**src/rtl/xc_aessub_pkg.sv**
```systemverilog
// Shared constants and GF(2^8) helpers for the XCrypto AES SubBytes unit.
package xc_aessub_pkg;

    localparam int unsigned BYTE_W = 8;
    localparam int unsigned WORD_W = 32;
    localparam int unsigned STEP_W = 2;

    localparam logic [BYTE_W-1:0] GF_POLY   = 8'h1b;
    localparam logic [BYTE_W-1:0] AFF_FWD_C = 8'h63;
    localparam logic [BYTE_W-1:0] AFF_INV_C = 8'h05;

    localparam logic FAST_DEFAULT = 1'b1;

    // Multiply by x modulo the AES polynomial.
    function automatic logic [BYTE_W-1:0] gf_xtime(input logic [BYTE_W-1:0] a);
        return {a[6:0], 1'b0} ^ (a[7] ? GF_POLY : 8'h00);
    endfunction

    // Shift-and-add field multiply; fixed structure, no data-dependent depth.
    function automatic logic [BYTE_W-1:0] gf_mul(input logic [BYTE_W-1:0] a,
                                                 input logic [BYTE_W-1:0] b);
        logic [BYTE_W-1:0] acc;
        logic [BYTE_W-1:0] sh;
        acc = '0;
        sh  = a;
        for (int i = 0; i < 8; i++) begin
            if (b[i]) acc = acc ^ sh;
            sh = gf_xtime(sh);
        end
        return acc;
    endfunction

    // Field inverse as a^254 = a^2*a^4*...*a^128; maps 0 to 0 without a special case.
    function automatic logic [BYTE_W-1:0] gf_inv(input logic [BYTE_W-1:0] a);
        logic [BYTE_W-1:0] sq;
        logic [BYTE_W-1:0] acc;
        sq  = gf_mul(a, a);
        acc = sq;
        for (int i = 0; i < 6; i++) begin
            sq  = gf_mul(sq, sq);
            acc = gf_mul(acc, sq);
        end
        return acc;
    endfunction

    // Forward affine: a ^ rotl1 ^ rotl2 ^ rotl3 ^ rotl4 ^ 0x63.
    function automatic logic [BYTE_W-1:0] aff_fwd(input logic [BYTE_W-1:0] a);
        return a ^ {a[6:0], a[7]} ^ {a[5:0], a[7:6]} ^ {a[4:0], a[7:5]}
                 ^ {a[3:0], a[7:4]} ^ AFF_FWD_C;
    endfunction

    // Inverse affine: rotl1 ^ rotl3 ^ rotl6 ^ 0x05.
    function automatic logic [BYTE_W-1:0] aff_inv(input logic [BYTE_W-1:0] a);
        return {a[6:0], a[7]} ^ {a[4:0], a[7:5]} ^ {a[1:0], a[7:2]} ^ AFF_INV_C;
    endfunction

endpackage

```
**src/rtl/xc_aessub_sbox.sv**
```systemverilog
// Combinational forward/inverse AES S-box sharing one field inverter.
module xc_aessub_sbox
    import xc_aessub_pkg::*;
(
    input  logic [7:0] x,
    input  logic       enc,
    output logic [7:0] y
);

    logic [BYTE_W-1:0] inv_in;
    logic [BYTE_W-1:0] inv_out;

    // Pre-affine for decrypt, inverter, post-affine for encrypt.
    always_comb begin
        inv_in  = enc ? x : aff_inv(x);
        inv_out = gf_inv(inv_in);
        y       = enc ? aff_fwd(inv_out) : inv_out;
    end

endmodule

```
**src/rtl/xc_aessub.sv**
```systemverilog
// XCrypto lightweight AES SubBytes/InvSubBytes functional unit.
module xc_aessub
    import xc_aessub_pkg::*;
#(
    parameter logic FAST = FAST_DEFAULT
) (
    input  logic        clock,
    input  logic        reset,
    input  logic        flush,
    input  logic [31:0] flush_data,
    input  logic        valid,
    input  logic [31:0] rs1,
    input  logic [31:0] rs2,
    input  logic        enc,
    output logic        ready,
    output logic [31:0] result
);

    logic [BYTE_W-1:0] x0;
    logic [BYTE_W-1:0] x1;
    logic [BYTE_W-1:0] x2;
    logic [BYTE_W-1:0] x3;

    // ShiftRows-friendly byte gather, gated so idle operands never reach an S-box.
    assign x0 = rs1[7:0]   & {8{valid}};
    assign x1 = rs1[15:8]  & {8{valid}};
    assign x2 = rs2[23:16] & {8{valid}};
    assign x3 = rs2[31:24] & {8{valid}};

    logic unused_ops;
    assign unused_ops = ^{rs1[31:16], rs2[15:0]};

    if (FAST) begin : g_fast

        logic [BYTE_W-1:0] y0;
        logic [BYTE_W-1:0] y1;
        logic [BYTE_W-1:0] y2;
        logic [BYTE_W-1:0] y3;

        xc_aessub_sbox u_sbox0 (.x(x0), .enc(enc), .y(y0));
        xc_aessub_sbox u_sbox1 (.x(x1), .enc(enc), .y(y1));
        xc_aessub_sbox u_sbox2 (.x(x2), .enc(enc), .y(y2));
        xc_aessub_sbox u_sbox3 (.x(x3), .enc(enc), .y(y3));

        // Single-cycle result, zeroed while idle so S(0) never appears.
        assign ready  = valid;
        assign result = valid ? {y3, y2, y1, y0} : 32'h0;

        logic unused_state;
        assign unused_state = ^{clock, reset, flush, flush_data};

    end else begin : g_slow

        logic [STEP_W-1:0] fsm_q;
        logic [STEP_W-1:0] fsm_d;
        logic [BYTE_W-1:0] b0_q;
        logic [BYTE_W-1:0] b0_d;
        logic [BYTE_W-1:0] b1_q;
        logic [BYTE_W-1:0] b1_d;
        logic [BYTE_W-1:0] b2_q;
        logic [BYTE_W-1:0] b2_d;
        logic [BYTE_W-1:0] sbox_in;
        logic [BYTE_W-1:0] sbox_out;
        logic              ready_c;

        assign ready_c = (fsm_q == 2'd3);

        // Step-indexed byte select into the shared S-box.
        always_comb begin
            sbox_in = x0;
            case (fsm_q)
                2'd0:    sbox_in = x0;
                2'd1:    sbox_in = x1;
                2'd2:    sbox_in = x2;
                default: sbox_in = x3;
            endcase
        end

        xc_aessub_sbox u_sbox (.x(sbox_in), .enc(enc), .y(sbox_out));

        // Step counter and byte capture; flush overrides any op in progress.
        always_comb begin
            fsm_d = fsm_q;
            b0_d  = b0_q;
            b1_d  = b1_q;
            b2_d  = b2_q;
            if (flush) begin
                fsm_d = '0;
                b0_d  = flush_data[7:0];
                b1_d  = flush_data[15:8];
                b2_d  = flush_data[23:16];
            end else begin
                if (valid && (fsm_q == 2'd0)) b0_d = sbox_out;
                if (valid && (fsm_q == 2'd1)) b1_d = sbox_out;
                if (valid && (fsm_q == 2'd2)) b2_d = sbox_out;
                if (valid || ready_c)         fsm_d = fsm_q + 2'd1;
            end
        end

        // State registers with synchronous reset to the flush pattern.
        always_ff @(posedge clock) begin
            if (reset) begin
                fsm_q <= '0;
                b0_q  <= flush_data[7:0];
                b1_q  <= flush_data[15:8];
                b2_q  <= flush_data[23:16];
            end else begin
                fsm_q <= fsm_d;
                b0_q  <= b0_d;
                b1_q  <= b1_d;
                b2_q  <= b2_d;
            end
        end

        assign ready  = ready_c;
        assign result = ready_c ? {sbox_out, b2_q, b1_q, b0_q} : 32'h0;

        logic unused_flush;
        assign unused_flush = ^flush_data[31:24];

    end

endmodule

```
**config.mk**
```make
export PLATFORM = sky130hd
export DESIGN_NAME = xc_aessub
export DESIGN_NICKNAME = d
export VERILOG_FILES = /design/src/rtl/xc_aessub_pkg.sv /design/src/rtl/xc_aessub_sbox.sv /design/src/rtl/xc_aessub.sv
export SDC_FILE = /design/constraint.sdc
export NUM_CORES = 2
export LEC_CHECK = 0
export ABC_CLOCK_PERIOD_IN_PS = 54400
export CORE_AREA = 2 2 410 412
export DETAILED_ROUTE_END_ITERATION = 8
export DIE_AREA = 0 0 412 414
export PLACE_DENSITY = 0.61
export SYNTH_ARGS = -nofsm -noshare
export SYNTH_HDL_FRONTEND = slang
export SYNTH_SLANG_ARGS = --single-unit
```
**constraint.sdc**
```tcl
create_clock -name vclk -period 54.4
set_clock_uncertainty 0.15 [all_clocks]
set_input_delay 8.16 -clock vclk [all_inputs]
set_output_delay 8.16 -clock vclk [all_outputs]
set_load 0.01 [all_outputs]
```
==> impl_metrics.csv <==
group,metric,value,unit
outcome,outcome,"finished clean",
grt,grt_pass1_wl,290000,um
timing,fin_tns_setup,0,ps
logic_synthesis,yosys_warnings,0,
grt,gr-usage-met3,1.38,%
flow_run,maxCapViolCount,0,
grt,grt_pass1_vias,54000,
die,die_x,412,um
finish,register_area,0,um^2
finish,final.fill_count,17600,
timing,max_freq,0.0259,GHz
drt,firstDrtPassIters,6,
timing,holdWs,16970,ps
worst_setup_path,critPathLaunchType,"input port",
drt,wl,179000,um
drt,route.vias.total,58100,
finish,multi_input_area,55400,um^2
finish,nClkBuffers,0,
finish,finalInstanceArea,61200,um^2
grt,grt_use_total,19.8,%
worst_setup_path,cp_max_fo,61,
grt,grt.busiest_layer,"met2",
drt,drt-initial-drc-count,5579,
die,rows,150,
finish,syn_to_final_growth,5.84,%
logic_synthesis,synth.avg_cell_area,6.99,um^2
place,dp_hpwl,129000,um
die,start_util,34.8,%
drt,drcViolationCount,0,
clock_network,cts_setup_buffers,0,
timing,slew_violations,0,
place,portBuffers,67,
worst_setup_path,critPathArrivalTime,30290,ps
timing,worst-slew-pin-transition,1330,ps
grt,grt_overflow,0,
timing,finalCritPeriodShare,71.0,%
timing,maxSlewHeadroom,8.93,%
clock_network,cts_resized,0,
worst_setup_path,critPathKind,"in -> out",
logic_synthesis,synthCells,8268,
grt,grt_max_degree,62,
worst_setup_path,cp-end-kind,"primary output",
place,routabilityCongestion,0.911,
drt,wire_per_inst,17.5,um
grt,antenna_found_initial,7,
die,coreArea,166000,um^2
drt,antenna_left,0,
worst_setup_path,cpPeakStageDelay,890,ps
place,placed_area,61200,um^2
hold_path,min_path_cells,2,
grt,met2_usage,32.6,%
logic_synthesis,syn_nets,8397,
drt,vias_per_cell,5.68,
timing,grt_setup_unrepaired,"false",
die,die_area,171000,um^2
timing,setup_viol_count_final,0,
die,ios,134,
finish,final_layout_size_suffix_gt1_share,7.63,%
die,die_h,414,um
finish,flops_and_latches,0,
timing,hold_viol,0,
logic_synthesis,syn_area,57800,um^2
clock_network,hold_buffers,0,
worst_setup_path,critPathMostFrequentCell,"xnor2_1",
grt,use_met1,28.4,%
hold_path,worstHoldPathType,"in -> out",
logic_synthesis,ys_seq_area_share,0,%
logic_synthesis,synth_cell_type_count,128,
worst_setup_path,critPathRequiredTime,46090,ps
finish,nets,8156,
worst_setup_path,slowest_stage,"or4_1",
timing,layout_min_cycle_time,38600,ps
[cells in the final DEF, fill, tap and decap left out, types with 74 or more instances in the layout]
cell type,netlist,routed
nand2_1,820,820
xnor2_2,70,116
mux2i_1,196,196
nor2_1,1262,1260
xnor2_1,1718,1672
a21oi_1,430,430
a31oi_1,83,83
nand3_1,239,239
buf_4,32,263
inv_1,80,78
o211ai_1,77,77
xnor3_1,234,233
o21ai_0,371,371
a211oi_1,74,74
xor2_1,446,436
o22ai_1,119,119
nor3_1,234,234
[metrics by stage]
step	utilization [%]	cells	worst slack, ps
4_1_cts	36.8	10200	16140
3_5_place_dp	36.8	10200	16180
2_1_floorplan	-	8268	21210
3_3_place_gp	36.8	10200	16340
6_report	36.8	10200	15800
5_1_grt	36.8	10200	14140
[routing by layer]
layer  part of all wire, %  wire length [um]
met1                    46             82400
met2                    46             82200
met3                   6.5             11600
met4                   1.4              2580
met5                 0.021                38
[cells in the mapped netlist, drive strengths merged (42+ instances only)]
library cell,instances,area share [%]
a211oi,79,1.1
a21oi,433,3.8
a22oi,56,0.75
a31oi,87,1.0
and2,62,0.67
and3,45,0.49
buf,195,1.8
clkbuf,376,2.4
inv,96,0.62
mux2,48,0.93
mux2i,198,3.4
nand2,823,5.4
nand3,241,2.1
nand4,58,0.64
nor2,1269,8.3
nor3,239,2.1
nor4,51,0.57
o211ai,77,1.0
o21a,42,0.55
o21ai,405,3.6
o22ai,120,1.3
or3,52,0.57
xnor2,1802,29
xnor3,239,9.3
xor2,472,7.5
[cell families after synthesis]
logic type	Yosys count	share of synthesized area, %
AOI/OAI and AO/OA	1720	19.5
xor gates and xnor gates	2554	47.2
adders and majority gates	28	0.606
buffers and inverters	678	4.96
muxes	249	4.49
and+or+nand+nor	3039	23.2
[worst max-delay path, delay by kind of cell]
| kind | cells | cell delay, ps |
|---|---|---|
| AO/OA/AOI/OAI | 15 | 4610 |
| XOR/XNOR | 20 | 5930 |
| multiplexers | 1 | 280 |
| buffers and inverters | 12 | 4090 |
| AND/OR/NAND/NOR | 18 | 5430 |
| adder cells (fa/ha/maj) | 3 | 1700 |
[path summary, 6_finish.rpt]
path               from         to
setup / recovery    enc  result[1]
hold / removal    valid      ready
[cell type report]
class | count | area share [%]
Inverter | 107 | 0.660
Antenna cell | 5 | 0.0204
Tap cell | 2204 | 4.51
Multi-Input combinational cell | 7590 | 90.5
Timing Repair Buffer | 328 | 4.29
